`src/rtl/sid_envelope.sv`:
```
// SID voice envelope generator: ADSR rate counter, exponential
// decay shaping and 8-bit envelope level for the envelope DAC.
module sid_envelope #(
    parameter int ADSR_BUG = 1
) (
    input  logic       clk,
    input  logic       reset,
    input  logic       ce,
    input  logic       gate,
    input  logic [3:0] attack,
    input  logic [3:0] decay,
    input  logic [3:0] sustain,
    input  logic [3:0] release_,
    output logic [7:0] env,
    output logic [1:0] state
);

    typedef enum logic [1:0] {
        ST_ATTACK  = 2'd0,
        ST_DECAY   = 2'd1,
        ST_RELEASE = 2'd2
    } st_t;

    st_t         st_q, st_d, st_eff;
    logic        gate_q;
    logic [14:0] rate_q, rate_d, rate_base, rate_inc;
    logic [14:0] per_q, period;
    logic [4:0]  exp_q, exp_d, exp_inc;
    logic [4:0]  eper_q, eper_d;
    logic [7:0]  env_d;
    logic [3:0]  nib;
    logic        rise, fall, tick, frozen, step;

    assign state = st_q;

    function automatic logic [14:0] rate_period(input logic [3:0] n);
        logic [14:0] p;
        case (n)
            4'd0:    p = 15'd9;
            4'd1:    p = 15'd32;
            4'd2:    p = 15'd63;
            4'd3:    p = 15'd95;
            4'd4:    p = 15'd149;
            4'd5:    p = 15'd220;
            4'd6:    p = 15'd267;
            4'd7:    p = 15'd313;
            4'd8:    p = 15'd392;
            4'd9:    p = 15'd977;
            4'd10:   p = 15'd1954;
            4'd11:   p = 15'd3126;
            4'd12:   p = 15'd3907;
            4'd13:   p = 15'd11720;
            4'd14:   p = 15'd19532;
            default: p = 15'd31251;
        endcase
        return p;
    endfunction

    always_comb begin
        rise   = gate & ~gate_q;
        fall   = ~gate & gate_q;
        st_eff = st_q;
        if (rise)
            st_eff = ST_ATTACK;
        else if (fall)
            st_eff = ST_RELEASE;

        unique case (st_eff)
            ST_ATTACK: nib = attack;
            ST_DECAY:  nib = decay;
            default:   nib = release_;
        endcase
        period = rate_period(nib);

        // Without the bug the count restarts whenever the period moves
        rate_base = rate_q;
        if (ADSR_BUG == 0 && period != per_q)
            rate_base = 15'd0;
        rate_inc = rate_base + 15'd1;
        tick     = (rate_inc == period);
        rate_d   = tick ? 15'd0 : rate_inc;

        frozen  = (st_eff != ST_ATTACK) && (env == 8'h00);
        exp_inc = exp_q + 5'd1;
        exp_d   = exp_q;
        step    = 1'b0;
        if (tick && !frozen) begin
            if (st_eff == ST_ATTACK)
                step = 1'b1;
            else
                step = (exp_inc == eper_q);
            exp_d = (step || st_eff == ST_ATTACK) ? 5'd0 : exp_inc;
        end

        env_d = env;
        st_d  = st_eff;
        if (step) begin
            unique case (st_eff)
                ST_ATTACK: begin
                    if (env != 8'hFF)
                        env_d = env + 8'd1;
                    if (env_d == 8'hFF)
                        st_d = ST_DECAY;
                end
                ST_DECAY: begin
                    if (env != {sustain, sustain})
                        env_d = env - 8'd1;
                end
                default: env_d = env - 8'd1;
            endcase
        end

        // Exponential slow-down tracks the level just reached
        eper_d = eper_q;
        if (env_d != env) begin
            unique case (env_d)
                8'hFF:   eper_d = 5'd1;
                8'h5D:   eper_d = 5'd2;
                8'h36:   eper_d = 5'd4;
                8'h1A:   eper_d = 5'd8;
                8'h0E:   eper_d = 5'd16;
                8'h06:   eper_d = 5'd30;
                8'h00:   eper_d = 5'd1;
                default: eper_d = eper_q;
            endcase
        end
    end

    always_ff @(posedge clk or posedge reset) begin
        if (reset) begin
            env    <= 8'h00;
            st_q   <= ST_RELEASE;
            rate_q <= 15'd0;
            per_q  <= 15'd0;
            exp_q  <= 5'd0;
            eper_q <= 5'd1;
            gate_q <= 1'b0;
        end else if (ce) begin
            env    <= env_d;
            st_q   <= st_d;
            rate_q <= rate_d;
            per_q  <= period;
            exp_q  <= exp_d;
            eper_q <= eper_d;
            gate_q <= gate;
        end
    end

endmodule

```
`config.mk`:
```
export PLATFORM = sky130hd
export DESIGN_NAME = sid_envelope
export DESIGN_NICKNAME = d
export VERILOG_FILES = /design/src/rtl/sid_envelope.sv
export SDC_FILE = /design/constraint.sdc
export NUM_CORES = 1
export LEC_CHECK = 0
export ABC_AREA = 1
export BUFFER_PORTS_ARGS = -buffer_cell sky130_fd_sc_hd__buf_2
export CAP_MARGIN = 40
export CORE_MARGIN = 4
export CORE_UTILIZATION = 67
export DETAILED_ROUTE_END_ITERATION = 8
export PLACE_DENSITY = 0.87
export SKIP_LAST_GASP = 1
export SYNTH_ARGS = -nofsm -noshare
export SYNTH_HDL_FRONTEND = slang
export SYNTH_SLANG_ARGS = --single-unit
```
`constraint.sdc`:
```
create_clock -name clk -period 5.3 [get_ports clk]
set_input_delay 0.795 -clock clk [delete_from_list [all_inputs] [get_ports clk]]
set_output_delay 0.795 -clock clk [all_outputs]
set_load 0.01 [all_outputs]
```
After elaboration in Yosys (flattened, before gate mapping)
Memory sizes are Yosys's and may differ from the RTL's. Index checks and enable logic that the tools add are counted.

Register bits after elaboration: 36. Memory bits (read-only): 240. Input port bits: 20. Output and inout bits: 10. Memories: 1.

Add/sub/neg operators: 4. Equal/unequal tests: 13. Multiplexer cells: 18. Bitwise logic cells: 4. Reduce and logical (&&, ||, !) cells: 12.

Memories: (no name shown) (depth 16, width 15, read ports 1, clocked after Yosys merged registers in 0, wr ports 0, line 38) `case (n)`.

Operators by type and width (count): $mux 8 (5); $pmux 5 s6 (1); $eq 8x8->1 const B (2); $logic_not 8->1 (2); $ne 8x8->1 (2); $pmux 8 s2 (1); $add 15x1->15 const B (1); $eq 15x15->1 (1); $mux 15 (1); $mux 2 (5); $add 8x1->8 const B (1); $eq 8x3->1 const B (1); $eq 8x4->1 const B (1); $eq 8x5->1 const B (1); $eq 8x6->1 const B (1); $eq 8x7->1 const B (1); $ne 8x8->1 const B (1); $pmux 4 s2 (1); $sub 8x1->8 const B (1); $reduce_bool 6->1 (1); $add 5x1->5 const B (1); $eq 5x5->1 (1); $mux 5 (1); $mux 1 (3); other kinds (11) (14).

Depth between registers and ports, before layout
Gate-level depths: netlist of run 1. An unclocked memory read counts as a cell.

Depth in word-level cells: 18. Depth in mapped cells: 32. Gate-level depth less buffers: 32.

Least setup slack after synthesis of run 1
OpenSTA, ideal clock, no wires.

Path kind: input -> register. Start point: input port gate. End point: register eper_q[1]. Setup time: 0.113 ns. Arrival time: 3.643 ns. Required time: 5.187 ns. Setup slack: 1.544 ns. Cell stages on the path: 32. Cells stage by stage: inv_1 > nand2_2 > nand2_1 > nand2_2 > buf_4 > nand3b_1 > nand2_1 > nor2_2 > ha_1 > nand4_2 > nand2_1 > nand2_1 > nand2_1 > nand2_2 > nand2_1 > nor2_1 > nand2_1 > nor2_2 > nand4_2 > buf_6 > nand2_1 > nand2_1 > nand2_2 > nor2_1 > nand2_2 > inv_2 > nor2_2 > nand3_2 > nand2_2 > nand2_1 > nand2_1 > inv_1.

Word-level cells in the longest chain between the ends: 15.

RTL lines: start, declared (line 9) `input logic gate,`; $not 1->1 (line 61) `fall = ~gate & gate_q;`; $and 1x1->1 (line 61); $mux 2 (line 65) `else if (fall)`; $mux 2 * (line 63) `if (rise)`; $eq 2x1->1 or $logic_not 2->1 (tied branches) (line 68, 98, 88); $pmux 4 s2 (line 68) `unique case (st_eff)`; $mem_v2 16x15; $eq 15x15->1 (line 80) `tick = (rate_inc == period);`; $logic_and 1x1->1 (line 87) `if (tick && !frozen) begin`; $mux 1 (line 87); $mux 8 * (line 97) `if (step) begin`; $eq 8x8->1 or $logic_not 8->1 (tied branches) (line 116) `unique case (env_d)`; $reduce_or 2->1 (no source line); $reduce_bool 6->1 (no source line); $reduce_and 3->1 (no source line); end signal, assigned (line 144) `eper_q <= eper_d;`; end, declared (line 29) `logic [4:0] eper_q, eper_d;`.

Every way passes the cells marked *; elsewhere a longest branch is shown, timed or not. The select of a mux whose other input is x is not followed. A chain may end at the register's enable or synchronous reset.

Final worst setup path of run 1
Same ends and word-level chain as after synthesis.

==> impl_results.md, run 1 <==
* Postcts setup bufs at 0
* Fin area at 4700 sq um
* Die span in x at 89.5 um
* Synthesized area per cell at 5.97 sq um
* Final Hold Vio Count at 0
* Period utilization at 84.7%
* Syn Inst Count at 746
* Leak at 2.53 nW
* Top_reg_cell synth: dfrtp_1
* CP Data Required Time at 5500 ps
* Worst-Skew Late Latency at 300 ps
* Period minus WS final at 4490 ps
* # Max-Cap Violations at 0
* Mapped Nets at 781
* Worst-path fanout max at 18
* Area of the die at 8010 sq um
* Most frequent cells in the layout: nand2_1 (227), nand3_1 (103), inv_1 (86)
* Post-synthesis cell area at 4450 sq um
* Net count, final at 797
* Antenna-violating nets left at 0
* Layout cells sized above 1 at 12.1%
* Startpoint types: primary input
* Top Ports at 30
* Dpl cell area at 4600 sq um
* Worst-Margin Slew at 680 ps
* Non-Filler Instances at 840
* Final worst slack at 810 ps
* Maximum vdd ir drop at 0.212 mV
* WL final at 12800 um
* Antenna violations before repair at 0
* Synth Warn # at 0
* Vias in the first global route at 4757
* Post-synth EDFFs at 0
* Pre-CTS WS at 571 ps
* Core area at 6390 sq um
* Max Slew Vio Count at 0
* # clock sinks at 36
* CP max stage delay at 420 ps
* Critical setup path kind: in -> reg
* Total number of H-tree levels at 2
* Final hold slack at 485 ps
* Post-route DRC violation count at 0
* Post-DP HPWL at 9710 um
* Syn-to-layout area delta at 5.48%
* Crit path DAT at 4690 ps
* GRT Util Overall at 34.2%
* CTS root buf: clkbuf_8
* Outcome: finished clean
* Initial core utilization at 69.7%
* RSZ-0062 raised after global routing: no
* Clock tree buffer depth at 2
* HP Class: reg -> reg
* Aggregate negative setup slack at 0 ps
* #FFs+latches synth at 36
* Placer congestion estimate at 1.03
* Die H at 89.5 um
* Vias at 5073
* N_diodes at 0
* DR vias/cell at 6.04
* Filler Cell Count at 561
* P per Cell Area at 347 nW/um^2
* Slew headroom at 54.6%
* Total chip power at 1.63 mW
* Final setup vio count at 0
* FFs w/ async S/R, synth at 100%
* TritonCTS clock tree: done
* Remaining Overflow, GRT at 0
* First-pass GRT wire length at 21600 um
* Total CTS buffers at 5
* Largest net degree at the start of global routing at 37
* Most frequent CP cell: nand2_1
* Row count at 29
* Sequential area share after synthesis at 20.3%
* Footprint of the flip-flops and latches at 903 sq um
* Worst path slowest cell: ha_1
* Post-CTS Hold Buffers at 0
* Average wire per standard cell at 15.2 um
* Multi-input gate area at 3100 sq um
* Placed cell count at 832
* Total iterations of the first detailed-routing run at 6
* # port buffers at 29
* Worst Skew at 3.19 ps
* Unique masters post-synth at 39
* DRT iter0 DRCs at 393
* Post-layout util at 73.5%
* Commonest non-fill, non-tap cell in the layout: nand2_1
* Worst setup EP type: flop
* Worst-path clk slew at 80 ps
* Fmax at 223 MHz
* CTS-repair resized insts at 0
[cell usage after synthesis (5+ instances only)]
library cell	instances	share of area, %
or2_2	5	0.70
o211ai_1	5	0.84
o21ai_1	5	0.56
nand3_2	7	1.6
nor3_1	13	1.5
nor2_4	5	1.3
nand3b_1	8	1.3
nor2_1	64	5.4
nand4_1	28	3.9
dfrtp_1	34	19
ha_1	15	4.2
nand3_1	103	12
xor2_1	20	3.9
nand2_2	14	2.0
o21ai_0	38	4.3
a21oi_1	10	1.1
nand2_1	227	19
inv_1	86	7.3
nor2_2	11	1.5
clkbuf_1	13	1.1
[sequential cells by signal, indices dropped and copies added, names as in the netlist]
signal / flops
rate_base: 15
env: 8
eper_q: 5
exp_q: 5
state: 2
gate_q: 1
[per-layer routing]
metal  global-route usage [%]  share of wire, %
met5                        0                 0
met4                     16.1               4.9
met1                     40.7                39
met2                     59.3                48
met3                     5.99               7.6
[power breakdown]
part	leakage [nW]	total (mW)	internal, mW	switching, mW
clock network	0.0515	0.229	0.119	0.111
registers	0.470	0.408	0.331	0.0767
logic	2.01	0.990	0.313	0.677
total	2.53	1.63	0.762	0.865
[worst paths after layout]
check                           from      endpoint  slack (ps)  cells past startpoint
max                             gate     eper_q[1]         810                     28
max in group asynchronous      reset     eper_q[0]        4350                      3
min in group asynchronous      reset  rate_base[5]         590                      3
min reg2reg                eper_q[0]     eper_q[0]         490                      2
max reg2reg                   gate_q     eper_q[1]        1030                     26
min                        eper_q[0]     eper_q[0]         490                      2
[kinds of logic after synthesis]
group                    count (synthesis)  synth area share, %
AND/OR/NAND/NOR                        497                 53.2
buffers and inverters                  112                 10.1
AO/OA/AOI/OAI                           64                 7.81
flip-flops                              36                 20.3
XOR/XNOR                                22                 4.33
adder cells (fa/ha/maj)                 15                 4.22
[final cells by class]
| type | instances | share of cell area, % |
|---|---|---|
| multi-input cells | 598 | 66.0 |
| flip-flops and latches | 36 | 19.2 |
| inverters | 90 | 7.19 |
| repair buffers | 31 | 3.41 |
| clock buffers | 8 | 2.13 |
| well taps | 77 | 2.05 |
[worst max-delay path, delay by kind of cell]
family / cells / cell delay [ps]
adders and majority gates: 1 / 420
buffers and inverters: 4 / 390
and+or+nand+nor: 21 / 2750
AOI/OAI and AO/OA: 2 / 320
Note: power is estimated with default switching activity, not from simulation.
==> run 2, diff against run 1 <==
Settings changed: CORE_UTILIZATION 67 to 57, PLACE_DENSITY 0.87 to 0.79.
Clock period 5.3 ns to 3.65 ns, I/O delays scaled along.
==> run 2 against run 1 <==
Net effect: the run now ends with setup timing left; via count rose by 9.7%; sequential share of layout area fell by 3.6 points; clock power is 56% higher; setup slack lost 920 ps; final area up 23%; non-clock buffer count up 81; global-route usage down 3.0 points; first-iteration DRC count up 23%.
==> impl_results.md, run 2 (synthesis gave the netlist of run 1 again) <==
* Outcome: finished, violations left
* Failing checks: setup timing
* DRT iter0 DRCs at 485 (+23%)
* Core area at 7410 sq um (+16%)
* Worst setup EP type: flop
* Initial core utilization at 60.1% (-9.6 points)
* Total chip power at 2.88 mW (+77%)
* Sequential power share at 19.6% (-5.4 points)
* Period utilization at 103%
* Post-CTS Hold Buffers at 0 (unchanged)
* N_diodes at 0 (unchanged)
* Critical setup path kind: reg -> reg
* CTS root buf: clkbuf_8
* Leak at 3.00 nW (+19%)
* Remaining Overflow, GRT at 0 (unchanged)
* WL final at 15300 um (+19%)
* # Max-Cap Violations at 0 (unchanged)
* Antenna-violating nets left at 0 (unchanged)
* Max Slew Vio Count at 0 (unchanged)
* Clock share of power at 12.4% (-1.7 points)
* Final hold slack at 204 ps (-281 ps)
* Placed cell count at 921 (+11%)
* Vias in the first global route at 5073 (+6.6%)
* Sw Pwr at 1.47 mW (+71%)
* Total iterations of the first detailed-routing run at 6 (unchanged)
* P per Cell Area at 500 nW/um^2 (+44%)
* Max reg flops at 15 (unchanged)
* Worst-Margin Slew at 665 ps (-15.7 ps)
* Filler Cell Count at 599 (+6.8%)
* Total number of H-tree levels at 2 (unchanged)
* First-pass GRT wire length at 22900 um (+6.0%)
* Row count at 31 (+6.9%)
* Total CTS buffers at 5 (unchanged)
* Startpoint types: flop
* Antenna violations before repair at 0 (unchanged)
* Worst Skew at 10.1 ps (+6.89 ps)
* CP max stage delay at 410 ps (about the same)
* Worst-path clk slew at 80 ps (about the same)
* HP Class: in -> async
* Comb power frac at 68.0% (+7.1 points)
* Crit path DAT at 3950 ps (-740 ps)
* Layout cells sized above 1 at 29.0% (+17 points)
* Non-Filler Instances at 946 (+13%)
* # port buffers at 29 (unchanged)
* Period minus WS final at 3760 ps
* Clock tree buffer depth at 2 (unchanged)
* Largest net degree at the start of global routing at 37 (unchanged)
* Die span in x at 96.4 um (+7.7%)
* Int Power at 1.40 mW (+84%)
* Top Ports at 30 (unchanged)
* Die H at 96.4 um (+7.7%)
* TritonCTS clock tree: done
* Worst path slowest cell: dfrtp_1
* Vias at 5567 (+9.7%)
* GRT Util Overall at 31.2% (-3.0 points)
* Fmax at 266 MHz
* Slew headroom at 55.6% (+1.0 points)
* Worst-path fanout max at 7 (-11)
* Final setup vio count at 5 (+5)
* Post-DP HPWL at 10600 um (+8.8%)
* Final worst slack at -113 ps (-923 ps)
* Net count, final at 881 (+11%)
* Most frequent cells in the layout: nand2_1 (192), nand3_1 (90), inv_1 (83)
* RSZ-0062 raised after global routing: yes
* Worst-Skew Late Latency at 300 ps (about the same)
* DR vias/cell at 5.88 (-2.6%)
* Most frequent CP cell: nand2_2
* Commonest non-fill, non-tap cell in the layout: nand2_1
* Post-route DRC violation count at 0 (unchanged)
* Average wire per standard cell at 16.1 um (+5.8%)
* Syn-to-layout area delta at 29.4%
* Sw frac at 51.2% (-1.9 points)
* Area of the die at 9290 sq um (+16%)
* Final Hold Vio Count at 0 (unchanged)
* # clock sinks at 36 (unchanged)
* Placer congestion estimate at 0.969 (-5.9%)
* CP Data Required Time at 3840 ps (-1660 ps)
* Maximum vdd ir drop at 0.262 mV (+23%)
## run 2: metrics by stage
step	setup TNS, ps	util (%)	setup slack (ps)	area, sq um
final	-422	77.7	-113	5760
after global routing	-1580	77.7	-337	5760
after CTS	0	71.4	2.92	5290
after detailed placement	-1620	69.2	-372	5130
after global placement	-827	69.2	-192	5130
after floorplan	0	-	142	4450
## run 2: path summary, 6_finish.rpt
check / from / end / slack [ps] / depth (start not counted)
hold reg to reg: eper_q[0] / eper_q[0] / 470 / 2
setup reg to reg: gate_q / eper_q[2] / -110 / 28
setup / recovery: gate_q / eper_q[2] / -110 / 28
hold / removal: reset / rate_base[12] / 200 / 2
max in group asynchronous: reset / state[1] / 2710 / 3
min in group clk: eper_q[0] / eper_q[0] / 470 / 2
## run 2: power by group through the flow
| stage | Clock (mW) | Combinational (mW) | Sequential, mW |
|---|---|---|---|
| final | 0.357 | 1.96 | 0.565 |
| after global routing | 0.381 | 2.12 | 0.572 |
| after CTS | 0.365 | 1.66 | 0.559 |
| after detailed placement | 0 | 1.63 | 0.566 |
| after global placement | 0 | 1.59 | 0.564 |
| after floorplan | 0 | 1.12 | 0.547 |
## run 2: final cells by class
type	instances	area (sq um)	share of cell area, %
Sequential cell	36	903	15.7
Inverter	90	340	5.91
Timing Repair Buffer	112	796	13.8
Multi-Input combinational cell	601	3490	60.6
Clock inverter	2	35.0	0.608
Clock buffer	6	72.6	1.26
Tap cell	99	124	2.15
## run 2: what timing repair did
| item | 4_1_cts | 5_1_grt |
|---|---|---|
| setup endpoints to repair | 5 | 5 |
| endpoints found under the hold margin | 0 | 0 |
| cloned | 2 | 1 |
| pin swaps | 1 | 43 |
| setup buffers | 0 | 14 |
| gates resized for setup | 7 | 92 |
## run 2: critical path, delay by kind of cell, from the launching register on
kind                     cells  cell delay [ps]
AND/OR/NAND/NOR             23             2740
flip-flops                   1              410
buffers and inverters        3              300
adder cells (fa/ha/maj)      1              160
AO/OA/AOI/OAI                1               60
## run 2: metal layers
| metal | GRT usage, % | part of all wire [%] |
|---|---|---|
| met5 | 0 | 0 |
| met4 | 14.5 | 4.5 |
| met2 | 56.3 | 50 |
| met3 | 3.33 | 6.5 |
| met1 | 37.0 | 39 |
==> run 3, diff against run 2 <==
Settings changed: PLACE_DENSITY 0.79 to 0.87, RECOVER_POWER from default to 25.
==> run 3 against run 2 <==
Net effect: the flow still finishes with violations (setup timing); combinational power grew 4%; critical path depth is the same; final area grew 2.8%; total power grew 3.2%; wire length grew 5.7%; critical path type unchanged; largest cell class unchanged.
==> impl_results.md, run 3 (synthesis gave the netlist of run 1 again) <==
* Outcome: finished, violations left
* Failing checks: setup timing
* Die H at 96.4 um (unchanged)
* Fmax at 259 MHz (-2.4%)
* Syn-to-layout area delta at 33.0%
* Worst-Margin Slew at 1290 ps (+627 ps)
* Worst Skew at 9.24 ps (-0.843 ps)
* Sw frac at 51.5% (+0.26 points)
* Commonest non-fill, non-tap cell in the layout: nand2_1
* Antenna violations before repair at 0 (unchanged)
* CP max stage delay at 540 ps (+130 ps)
* Period utilization at 106% (+2.5 points)
* Remaining Overflow, GRT at 0 (unchanged)
* Sw Pwr at 1.53 mW (+3.7%)
* Largest net degree at the start of global routing at 37 (unchanged)
* Aggregate negative setup slack at -764 ps (-342 ps)
* Worst-Skew Late Latency at 300 ps (about the same)
* TritonCTS clock tree: done
* P per Cell Area at 502 nW/um^2 (+0.37%)
* Post-layout util at 79.9% (+2.2 points)
* # Max-Cap Violations at 0 (unchanged)
* Max Slew Vio Count at 0 (unchanged)
* Most frequent cells in the layout: nand2_1 (188), nand3_1 (84), buf_4 (81)
* Startpoint types: flop
* Critical setup path kind: reg -> reg
* DRT iter0 DRCs at 474 (-2.3%)
* Net count, final at 888 (+0.79%)
* Vias in the first global route at 5166 (+1.8%)
* Final worst slack at -204 ps (-91.3 ps)
* DR vias/cell at 5.96 (+1.4%)
* Max reg flops at 15 (unchanged)
* Final hold slack at 275 ps (+70.8 ps)
* Worst-path clk slew at 80 ps (about the same)
* # clock sinks at 36 (unchanged)
* Post-CTS Hold Buffers at 0 (unchanged)
* Final Hold Vio Count at 0 (unchanged)
* Total CTS buffers at 5 (unchanged)
* Pre-CTS WS at -431 ps (-59.0 ps)
* Clock tree buffer depth at 2 (unchanged)
* Initial core utilization at 60.1% (unchanged)
* Top Ports at 30 (unchanged)
* Total chip power at 2.97 mW (+3.2%)
* Reg-to-reg endpoint: eper_q[1]
* Layout cells sized above 1 at 31.7% (+2.7 points)
* Final setup vio count at 5 (unchanged)
* Leak at 3.07 nW (+2.6%)
* First-pass GRT wire length at 23800 um (+4.3%)
* Average wire per standard cell at 16.9 um (+4.9%)
* # port buffers at 29 (unchanged)
* Worst path slowest cell: dfstp_2
* WL final at 16100 um (+5.7%)
* CTS root buf: clkbuf_8
* Antenna-violating nets left at 0 (unchanged)
* HP Class: in -> async
* RSZ-0062 raised after global routing: yes
* N_diodes at 0 (unchanged)
* Reg2Reg Depth at 28 (unchanged)
* Vias at 5684 (+2.1%)
* Total number of H-tree levels at 2 (unchanged)
* R2r startpoint: state[1]
* GRT Util Overall at 32.7% (+1.5 points)
* CP Data Required Time at 3850 ps (about the same)
* Post-DP HPWL at 10800 um (+2.3%)
* Maximum vdd ir drop at 0.257 mV (-2.1%)
* Crit path from: state[1]
* Area of the die at 9290 sq um (unchanged)
* Period minus WS final at 3850 ps (+91.3 ps)
* Int Power at 1.44 mW (+2.6%)
* Row count at 31 (unchanged)
* Worst setup EP type: flop
* Reg2Reg Setup Slack at -200 ps (-90 ps)
* Comb power frac at 68.5% (+0.5 points)
* Core area at 7410 sq um (unchanged)
* Slew headroom at 13.9% (-42 points)
* Post-route DRC violation count at 0 (unchanged)
* Clock share of power at 12.3% (about the same)
* Die span in x at 96.4 um (unchanged)
* Total iterations of the first detailed-routing run at 6 (unchanged)
* Worst Setup EP: eper_q[1]
* Placer congestion estimate at 0.981 (+1.2%)
* Crit path DAT at 4050 ps (+100 ps)
* Sequential power share at 19.2% (-0.4 points)
* Worst-path fanout max at 8 (+1)
[run 3: cell types whose count changed in the layout (fill, tap and decap cells not counted), sizes merged]
cell / before / now
clkbuf: 6 / 7
nor2: 83 / 82
buf: 112 / 119
[run 3: stage by stage]
step / cell area (sq um) / std cells
after CTS: 5390 / 939
after detailed placement: 5160 / 926
after global routing: 5920 / 953
after floorplan: 4450 / 746
after global placement: 5160 / 926
final: 5920 / 953
[run 3: layout make-up]
type | count | area [sq um]
sequential | 36 | 903
fill | 535 | 1490
clock buffer | 6 | 72.6
inverter | 90 | 340
multi-input combinational | 600 | 3580
timing repair buffer | 120 | 867
tap | 99 | 124
clock inverter | 2 | 35.0
[run 3: what timing repair did]
action / in CTS / in global routing
pin swaps: 11 / 66
resized for setup: 19 / 113
cloned: 2 / 0
endpoints found under the setup margin: 5 / 5
buffers inserted: 3 / 15
[run 3: worst min-delay path by stage]
stage,to,startpoint,cells after the start
after floorplan,eper_q[0],eper_q[0],2
after global placement,eper_q[0],eper_q[0],2
after detailed placement,eper_q[0],eper_q[0],2
after CTS,rate_base[10],reset,2
after global routing,rate_base[5],reset,2
final,rate_base[5],reset,2
[run 3: worst max-delay path: cells and delay by family, from the launching register on]
family,cells,cell delay [ps]
and+or+nand+nor,24,2850
adders and majority gates,1,180
DFF,1,540
buffers and inverters,3,150
[run 3: power groups by stage]
stage | combinational [mW] | clock (mW) | sequential, mW
4_1_cts | 1.72 | 0.368 | 0.564
3_5_place_dp | 1.66 | 0 | 0.571
3_3_place_gp | 1.63 | 0 | 0.568
6_report | 2.04 | 0.365 | 0.570
2_1_floorplan | 1.12 | 0 | 0.547
5_1_grt | 2.21 | 0.382 | 0.579
[run 3: routing by layer]
metal | up-vias | track usage [%] | wire (um)
met5 | - | 0 | 0
met3 | 87 | 4.57 | 1350
met1 | 2593 | 37.6 | 5870
met4 | 0 | 18.6 | 974
met2 | 356 | 57.7 | 7930
li1 | 2648 | - | -
